<file path="config.mk">
export PLATFORM = sky130hd
export DESIGN_NAME = uart_rx_frame_timer
export DESIGN_NICKNAME = d
export VERILOG_FILES = /design/src/rtl/uart_rx_frame_timer.sv
export SDC_FILE = /design/constraint.sdc
export NUM_CORES = 1
export LEC_CHECK = 0
export ABC_AREA = 1
export BUFFER_PORTS_ARGS = -buffer_cell sky130_fd_sc_hd__buf_2
export CAP_MARGIN = 20
export CORE_ASPECT_RATIO = 1.5
export CORE_MARGIN = 10
export CORE_UTILIZATION = 35
export DETAILED_ROUTE_END_ITERATION = 12
export SLEW_MARGIN = 20
export SYNTH_ARGS = -nofsm -noshare
export SYNTH_HDL_FRONTEND = slang
export SYNTH_SLANG_ARGS = --single-unit
</file>
<file path="constraint.sdc">
create_clock -name CLK -period 2.55 [get_ports CLK]
set_input_delay 0.1275 -clock CLK [delete_from_list [all_inputs] [get_ports CLK]]
set_output_delay 0.1275 -clock CLK [all_outputs]
set_load 0.01 [all_outputs]
</file>
<file path="src/rtl/uart_rx_frame_timer.sv">
// uart_rx_frame_timer: per-bit edge/bit counters, mid-bit sample strobes and frame_end for a UART receiver.
// Optional two-stop-bit support (stop2 port) when UART_RX_STOP2_EN is defined.
module uart_rx_frame_timer #(
  parameter int PRESC_W = 6,
  parameter int DATA_W  = 8,
  parameter int BIT_W   = 4
) (
  input  logic               CLK,
  input  logic               RST,
  input  logic               enable,
  input  logic               par_en,
`ifdef UART_RX_STOP2_EN
  input  logic               stop2,
`endif
  input  logic [PRESC_W-1:0] prescale,
  output logic [PRESC_W-1:0] edge_cnt,
  output logic [BIT_W-1:0]   bit_cnt,
  output logic               sample_stb,
  output logic [1:0]         sample_idx,
  output logic               bit_end,
  output logic               frame_end,
  output logic               busy
);
  typedef enum logic [1:0] {IDLE, RUN, DONE} state_t;
  state_t state, state_n;
  logic [PRESC_W-1:0] edge_n, p_q, p_n, half, off;
  logic [BIT_W-1:0] bit_n, last;
  logic par_q, par_n;
`ifdef UART_RX_STOP2_EN
  logic stop2_q, stop2_n;
  assign last = BIT_W'(DATA_W + 1) + BIT_W'(par_q) + BIT_W'(stop2_q);
`else
  assign last = BIT_W'(DATA_W + 1) + BIT_W'(par_q);
`endif
  assign half       = p_q >> 1;
  // Offset from the first sample point; edges before it wrap to large values.
  assign off        = edge_cnt - (half - PRESC_W'(1));
  assign busy       = state == RUN;
  assign bit_end    = busy && edge_cnt == p_q - PRESC_W'(1);
  assign frame_end  = bit_end && bit_cnt == last;
  assign sample_stb = busy && off <= PRESC_W'(2);
  assign sample_idx = sample_stb ? off[1:0] : 2'd0;
  always_ff @(posedge CLK or posedge RST)
    if (RST) begin
      state    <= IDLE;
      edge_cnt <= '0;
      bit_cnt  <= '0;
      p_q      <= '0;
      par_q    <= 1'b0;
`ifdef UART_RX_STOP2_EN
      stop2_q  <= 1'b0;
`endif
    end else begin
      state    <= state_n;
      edge_cnt <= edge_n;
      bit_cnt  <= bit_n;
      p_q      <= p_n;
      par_q    <= par_n;
`ifdef UART_RX_STOP2_EN
      stop2_q  <= stop2_n;
`endif
    end
  always_comb begin
    state_n = state;
    edge_n  = edge_cnt;
    bit_n   = bit_cnt;
    p_n     = p_q;
    par_n   = par_q;
`ifdef UART_RX_STOP2_EN
    stop2_n = stop2_q;
`endif
    if (!enable) begin
      state_n = IDLE;
      edge_n  = '0;
      bit_n   = '0;
    end else if (state == IDLE) begin
      state_n = RUN;
      edge_n  = PRESC_W'(1);
      bit_n   = '0;
      p_n     = prescale < PRESC_W'(4) ? PRESC_W'(4) : prescale;
      par_n   = par_en;
`ifdef UART_RX_STOP2_EN
      stop2_n = stop2;
`endif
    end else if (frame_end) begin
      state_n = DONE;
      edge_n  = '0;
      bit_n   = '0;
    end else if (bit_end) begin
      edge_n = '0;
      bit_n  = bit_cnt + BIT_W'(1);
    end else if (state == RUN) begin
      edge_n = edge_cnt + PRESC_W'(1);
    end
  end
endmodule

</file>
==> flow_summary.toml, run 1 <==
[status]
status = "complete, but fails checks"
violations = "hold timing"

[setup_path]
cp_max_fo = 6
rr_worst_depth = 13
required_ps = 2420
cp-end-kind = "primary output"
path_class = "flip-flop to primary output"
ff2ff_setup_slack_ps = 710
critPathArrivalTime_ps = 2250
slowest_stage = "fa_2"
setup.worst_path.start_class = "flip-flop"
r2r-end = "bit_cnt[3]"
crit-reg2reg-launch = "p_q[0]"
slowest_delay_ps = 530
cp_cell_sequence = "ha_4 > inv_4 > ha_4 > inv_2 > fa_2 > o211ai_1 > nor2_1 > nand3_1 > nor2_1 > buf_2"

[sta]
slew_violations = 0
rsz0062_at_grt = "true"
slew_headroom = 0.500
setup_violations = 0
worstMarginPinSlew_ps = 749
fin_skew_ps = 2.84
period_share = 0.934
fmax_mhz = 420
hold_ws_ps = -7.21
setup_tns_ps = 0
final_hold_viol_count = 19
finalCriticalPeriod_ps = 2380

[logic_synthesis]
yosysSeqAreaShare = 0.343
synth.distinct_cells = 27
syn_area_per_cell_um2 = 7.26
syn-num-nets = 214
syn_inst = 191
syn_area_mm2 = 0.00139
yosys_warnings = 0
ys_seq_elements = 19

[finish]
antennaDiodeCount = 0
syn2layout_area_growth_pct = 19.2
fin_area_mm2 = 0.00165
fill_cells = 428
final_core_util = 0.425
nNetsFinal = 244
final-instance-count-excl-fill = 265
drive_gt1_frac = 0.223

[place]
place_area_mm2 = 0.00157
io_buffers = 25
numPlacedInstances = 260
gp_congestion = 0.794
dp.final_hpwl_um = 2800

[floorplanning]
start_util = 0.357
ios = 26
dieArea_mm2 = 0.00693
rows = 28
fp.coreArea_mm2 = 0.00389
chipHeight_um = 97.1
die_w_um = 71.4

[power_and_ir_drop]
vdd_drop_max_v = 0.000433
powerDensity_mw_per_mm2 = 592
total_power_uw = 979
p_leak_uw = 0.000893

[clock_tree]
clk_root_buffer_cell = "clkbuf_8"
clk-insertion-delay-late_ps = 250
cts_hold_buf = 0
cts_made_buffers = 3
cts.clk_slew.worst_paths_ps = 70
tritoncts = "done"
cts.htree.levels = 1
clock_path_buffers = 2
cts_num_sinks = 19

[grt]
antenna_found_initial = 0
grt_pass1_wl_um = 5460
grt_usage = 0.0950
grt-ovfl-total = 0
grt_pass1_vias = 1205
grt_max_degree = 20

[hold_path]
min_path_type = "input pin to asynchronous set/reset pin"

[flow_run]
timing.max_cap.violations = 0

[detailed_routing]
wl_um = 3370
vias = 1260
post_drt_via_cell_ratio = 4.75
wire_per_inst_um = 12.7
drtIter0Drc = 24
firstDrtPassIters = 4
antenna_left = 0
drc = 0
## state kept, by name (all words and copies together), names as in the netlist
register / flops
p_q: 6
state: 2
bit_cnt: 4
edge_cnt: 6
par_q: 1
## where the power goes
| part | switching [uW] | internal (uW) | leakage, uW | total [uW] |
|---|---|---|---|---|
| clock | 97.1 | 111 | 0.0000228 | 208 |
| combinational | 237 | 162 | 0.000625 | 398 |
| sequential | 37.7 | 335 | 0.000245 | 373 |
| total | 371 | 608 | 0.000893 | 979 |
## layout make-up
type	count	area (um2)	area share
Multi-Input combinational cell	138	816	0.493
Clock buffer	4	45.0	0.0272
Timing Repair Buffer	26	133	0.0802
Sequential cell	19	478	0.289
Tap cell	45	56.3	0.0340
Inverter	33	126	0.0764
## routing by layer
| layer | vias up | wire length, um | global-route usage |
|---|---|---|---|
| li1 | 662 | - | - |
| met1 | 579 | 1300 | 0.0973 |
| met2 | 15 | 1950 | 0.181 |
| met3 | 4 | 85 | 0.0184 |
| met4 | 0 | 25 | 0.0314 |
| met5 | - | 0 | 0 |
## synth_stat cells
cell type / instances / area share
nand2_1: 53 / 0.14
inv_1: 30 / 0.081
dfrtp_1: 19 / 0.34
nor2_1: 18 / 0.049
nand3_1: 13 / 0.047
ha_1: 12 / 0.11
o21ai_0: 9 / 0.032
a21oi_1: 5 / 0.018
xor2_1: 5 / 0.032
nor3_1: 4 / 0.014
inv_2: 3 / 0.0081
xnor2_1: 3 / 0.019
nand2_2: 2 / 0.0090
o211ai_1: 2 / 0.011
a211oi_1: 1 / 0.0054
a22oi_1: 1 / 0.0054
clkbuf_1: 1 / 0.0027
fa_1: 1 / 0.014
nand2_4: 1 / 0.0081
nand3_2: 1 / 0.0072
nand4_1: 1 / 0.0045
nor2_2: 1 / 0.0045
nor2_4: 1 / 0.0081
nor3_4: 1 / 0.012
o21ai_1: 1 / 0.0036
o22ai_1: 1 / 0.0045
or4_1: 1 / 0.0054
## cells in the final DEF, fill, tap and decap left out, drive strengths merged
master	instances
ha	12
nor3	5
nand2	56
dfrtp	19
inv	33
a21oi	5
buf	26
or4	1
o22ai	1
fa	1
nor2	20
clkbuf	4
xnor2	3
xor2	5
nand4	1
a22oi	1
o21ai	10
o211ai	2
a211oi	1
nand3	14
## critical path: cells and delay by family (launching register included)
family,cells,cell delay (ps)
simple gates,3,330
buf+inv,3,220
compound gates,1,80
fa+ha+maj,3,910
flops,1,460
## worst max path at each step
stage	startpoint	to	slack, ps
2_1_floorplan	edge_cnt[1]	sample_idx[0]	370
3_3_place_gp	edge_cnt[1]	sample_idx[1]	320
3_5_place_dp	edge_cnt[1]	sample_idx[1]	270
4_1_cts	edge_cnt[1]	sample_idx[1]	30
5_1_grt	edge_cnt[1]	sample_idx[0]	-20
6_report	p_q[2]	sample_idx[0]	170
## through the flow
step	setup slack, ps	hold WS [ps]
floorplan	367	78.6
global placement	320	302
detailed placement	275	290
CTS	29.6	13.6
global route	-23.2	37.2
finish	168	-7.21
## repair_timing
item,in CTS,in global routing
hold endpoints to repair,0,0
resized for setup,1,12
buffers inserted,0,1
endpoints found under the setup margin,2,3
pin swaps,0,7
## logic make-up (layout without fill, tap and decap cells)
family,count (synthesis),count (layout),synth area share
and+or+nand+nor,97,97,0.312
buffers and inverters,34,63,0.0920
AOI/OAI and AO/OA,20,20,0.0802
DFF,19,19,0.343
adders and majority gates,13,13,0.123
xor gates and xnor gates,8,8,0.0505
No activity file was read; power rests on OpenSTA's default activity.
==> run 2, diff against run 1 <==
Settings changed: PLACE_DENSITY_LB_ADDON from default to 0.05, SETUP_SLACK_MARGIN from default to 0.2.
Clock period 2.55 ns to 2.4 ns, I/O delays scaled along.
==> run 2 against run 1 <==
The flow still finishes with violations (hold timing). First-iteration DRC count rose to 3.5 times the previous value. Routed wire length up 12%. Clock power up 10%. Non-clock buffer count up 10. Final area up 5.0%. Combinational power up 17%. Register-to-register slack worse by 120 ps. Worst setup slack worse by 83 ps. Sequential cell count unchanged. Core utilization up 2.1 points. Cell count up 3.8%. Die area unchanged. Critical endpoint is now sample_idx[1]. Largest cell class unchanged. Largest power group unchanged.
==> flow_summary.toml, run 2 (synthesized netlist as in run 1, its figures left out) <==
[grt]
grt_util_met1 = 0.117
met2_usage = 0.193
grt_pass1_wl_um = 6170
grt_pass1_vias = 1352
grt-ovfl-total = 0
grt_usage = 0.110
grt_max_degree = 20
grt_use_met3 = 0.0256
antenna_found_initial = 0
top_usage_layer = "met2"

[power_and_ir_drop]
powerDensity_mw_per_mm2 = 624
total_power_uw = 1080
p_leak_uw = 0.000939
vdd_drop_max_v = 0.000359

[detailed_routing]
drc = 0
post_drt_via_cell_ratio = 4.88
vias = 1343
firstDrtPassIters = 4
antenna_left = 0
wire_per_inst_um = 13.7
drtIter0Drc = 85
wl_um = 3770

[floorplanning]
chipHeight_um = 97.1
die_w_um = 71.4
dieArea_mm2 = 0.00693
start_util = 0.357
fp.coreArea_mm2 = 0.00389
rows = 28
ios = 26

[setup_path]
setup.worst_path.start_class = "flip-flop"
cp_max_fo = 3
slowest_delay_ps = 500
slowest_stage = "fa_2"
cp_cell_sequence = "inv_2 > ha_4 > inv_4 > ha_4 > inv_2 > fa_2 > o211ai_1 > nor2_1 > nand3_1 > nor2_1 > buf_2"
required_ps = 2280
critPathArrivalTime_ps = 2190
path_class = "flip-flop to primary output"
cp-end-kind = "primary output"

[status]
status = "complete, but fails checks"
violations = "hold timing"

[finish]
drive_gt1_frac = 0.261
final_cell_mix = "nand2_1 (53), inv_1 (26), buf_2 (24)"
final-instance-count-excl-fill = 275
reg_top3 = "edge_cnt: 6 flops, p_q: 6 flops, bit_cnt: 4 flops"
fin_area_mm2 = 0.00174
final_common_cell = "nand2_1"
antennaDiodeCount = 0
syn2layout_area_growth_pct = 25.2
nNetsFinal = 254

[sta]
hold_ws_ps = -16.5
fmax_mhz = 432
rsz0062_at_grt = "true"
finalCriticalPeriod_ps = 2310
slew_headroom = 0.493
setup_violations = 0
slew_violations = 0
period_share = 0.964
setup_ws_ps = 85.2
worstMarginPinSlew_ps = 759
final_hold_viol_count = 19
fin_skew_ps = 0.496

[clock_tree]
tritoncts = "done"
clock_path_buffers = 2
clk_root_buffer_cell = "clkbuf_8"
cts_num_sinks = 19
cts.clk_slew.worst_paths_ps = 70
clk-insertion-delay-late_ps = 260
cts.htree.levels = 1
cts_made_buffers = 3

[place]
dp.final_hpwl_um = 3020
numPlacedInstances = 262
gp_congestion = 0.829
io_buffers = 25
dp_slack_ps = 94.0
place_area_mm2 = 0.00158

[hold_path]
min_path_type = "input pin to asynchronous set/reset pin"

[flow_run]
timing.max_cap.violations = 0
## run 2: cell count changes in the layout (fill, tap and decap cells not counted), sizes merged
cell  change
buf      +10
## run 2: critical path: cells and delay by family (launching register included)
kind | cells | cell delay [ps]
compound gates | 1 | 80
flops | 1 | 390
buf+inv | 4 | 300
simple gates | 3 | 340
fa+ha+maj | 3 | 820
## run 2: worst paths after layout
kind	slack, ps	cells past startpoint	startpoint	endpoint
max in group asynchronous	1890	2	RST	p_q[3]
worst min register to register	520	2	par_q	par_q
min in group CLK	60	3	par_en	par_q
worst max register to register	590	14	p_q[1]	bit_cnt[2]
worst max-delay path	90	11	edge_cnt[1]	sample_idx[1]
worst min-delay path	-20	2	RST	edge_cnt[5]
## run 2: metal layers
layer,wire length (um),up-vias
met5,0,-
met4,62,0
li1,-,687
met3,183,4
met1,1530,624
met2,2000,28
## run 2: stage by stage
stage | hold slack (ps) | TNS, ps | util
2_1_floorplan | 71.1 | 0 | -
3_3_place_gp | 284 | 0 | 0.406
3_5_place_dp | 296 | 0 | 0.406
4_1_cts | 14.3 | 0 | 0.436
5_1_grt | 42.4 | -104 | 0.447
6_report | -16.5 | 0 | 0.447
## run 2: report_power, final
part	total [uW]	leakage (uW)	internal [uW]	switching [uW]
Clock	229	0.0000228	118	111
Sequential	387	0.000245	355	31.5
Combinational	467	0.000671	199	268
Total	1080	0.000939	672	411
## run 2: area by class of cell
type	count	area, um2
Timing Repair Buffer	36	214
Clock buffer	4	45.0
Sequential cell	19	478
Multi-Input combinational cell	138	817
Inverter	33	126
Tap cell	45	56.3
Fill cell	427	2150
## run 2: timing repair
action,4_1_cts,5_1_grt
pin swaps,6,3
resized for setup,11,4
setup endpoints to repair,3,3
buffers inserted,5,4
hold buffers,0,0
==> run 3, diff against run 2 <==
Settings changed: CELL_PAD_IN_SITES_DETAIL_PLACEMENT from default to 0, CELL_PAD_IN_SITES_GLOBAL_PLACEMENT from default to 1.
==> run 3 against run 2 <==
The flow still finishes with violations (hold timing). Core utilization down 0.64 points. Sequential power barely moved. Worst setup slack improved by 24 ps. Die area unchanged. Sequential cell count unchanged. Final area fell by 1.4%. Register-to-register slack lost 20 ps. Largest cell class unchanged. Largest power group unchanged.
==> flow_summary.toml, run 3 (synthesized netlist as in run 1, its figures left out) <==
[status]
status = "complete, but fails checks"
violations = "hold timing"

[power_and_ir_drop]
p_leak_uw = 0.000929
vdd_drop_max_v = 0.000358
powerDensity_mw_per_mm2 = 627

[place]
io_buffers = 25
numPlacedInstances = 264
dp_slack_ps = 183
gp_congestion = 0.770
dp.final_hpwl_um = 3000

[setup_path]
required_ps = 2280
path_class = "flip-flop to primary output"
setup.worst_path.start_class = "flip-flop"
cp_max_fo = 3
cp-end-kind = "primary output"
ff2ff_setup_slack_ps = 570
critPathArrivalTime_ps = 2170

[detailed_routing]
post_drt_via_cell_ratio = 4.73
firstDrtPassIters = 3
drtIter0Drc = 36
vias = 1287
drc = 0
antenna_left = 0
wire_per_inst_um = 13.0
wl_um = 3550

[clock_tree]
clk_root_buffer_cell = "clkbuf_8"
cts_made_buffers = 3
cts.htree.levels = 1
cts_hold_buf = 0
tritoncts = "done"
clock_path_buffers = 2
clk-insertion-delay-late_ps = 250
cts_num_sinks = 19
cts.clk_slew.worst_paths_ps = 80

[sta]
slew_violations = 0
setup_violations = 0
worstMarginPinSlew_ps = 755
period_share = 0.954
setup_ws_ps = 109
fmax_mhz = 437
finalCriticalPeriod_ps = 2290
hold_ws_ps = -18.0
slew_headroom = 0.496
fin_skew_ps = 3.85
rsz0062_at_grt = "true"
final_hold_viol_count = 19

[finish]
final_common_cell = "nand2_1"
drive_gt1_frac = 0.256
nNetsFinal = 251
final_cell_mix = "nand2_1 (53), inv_1 (25), buf_2 (25)"
reg_top3 = "edge_cnt: 6 flops, p_q: 6 flops, bit_cnt: 4 flops"
final-instance-count-excl-fill = 272
antennaDiodeCount = 0
syn2layout_area_growth_pct = 23.4

[grt]
grt-ovfl-total = 0
antenna_found_initial = 0
grt_usage = 0.105
grt_max_degree = 20
grt_pass1_wl_um = 6090
grt_pass1_vias = 1338

[floorplanning]
die_w_um = 71.4
dieArea_mm2 = 0.00693
fp.coreArea_mm2 = 0.00389
ios = 26
start_util = 0.357
rows = 28
chipHeight_um = 97.1

[hold_path]
min_path_type = "input pin to asynchronous set/reset pin"

[flow_run]
timing.max_cap.violations = 0
==> run 3: area by class of cell <==
cell class	instances	area (um2)
inverter	33	126
clock buffer	4	45.0
fill	416	2180
timing repair buffer	33	185
multi-input combinational	138	822
tap	45	56.3
sequential	19	477
==> run 3: metrics by stage <==
stage	utilization	TNS [ps]	area, um2	power, uW
after detailed placement	0.410	0	1600	805
after global placement	0.410	0	1600	804
after CTS	0.435	0	1690	1070
final	0.440	0	1710	1070
after floorplan	-	0	1390	687
after global routing	0.440	-10.5	1710	1160
==> run 3: worst paths after layout <==
check | cells past startpoint | to | start
hold reg to reg | 2 | par_q | par_q
setup / recovery | 10 | sample_idx[0] | p_q[2]
min in group CLK | 3 | par_q | par_en
hold / removal | 2 | bit_cnt[3] | RST
setup reg to reg | 13 | bit_cnt[2] | p_q[0]
max in group asynchronous | 2 | edge_cnt[3] | RST
==> run 3: routing by layer <==
metal / vias to the layer above / track usage / wire length (um)
met4: 0 / 0.0359 / 63
li1: 674 / - / -
met1: 594 / 0.108 / 1390
met5: - / 0 / 0
met2: 13 / 0.202 / 2030
met3: 6 / 0.0143 / 68
==> run 3: power by group <==
part | total [uW] | switching, uW | internal [uW] | leakage, uW
clock | 228 | 110 | 118 | 0.0000228
sequential | 385 | 30.8 | 354 | 0.000246
combinational | 461 | 267 | 194 | 0.000661
total | 1070 | 407 | 666 | 0.000929
==> run 3: worst max-delay path, cell delays in order, from the launching register on <==
cell and delay, ps:
dfrtp_1 410, ha_4 260, inv_4 50, ha_4 130
inv_2 30, fa_2 510, o211ai_1 80, nor2_1 90
nand3_1 120, nor2_1 100, buf_2 130
==> run 3: what timing repair did <==
item | CTS | global route
buffers inserted | 3 | 1
gates resized for setup | 10 | 5
pin swaps | 5 | 5
setup endpoints to repair | 3 | 3
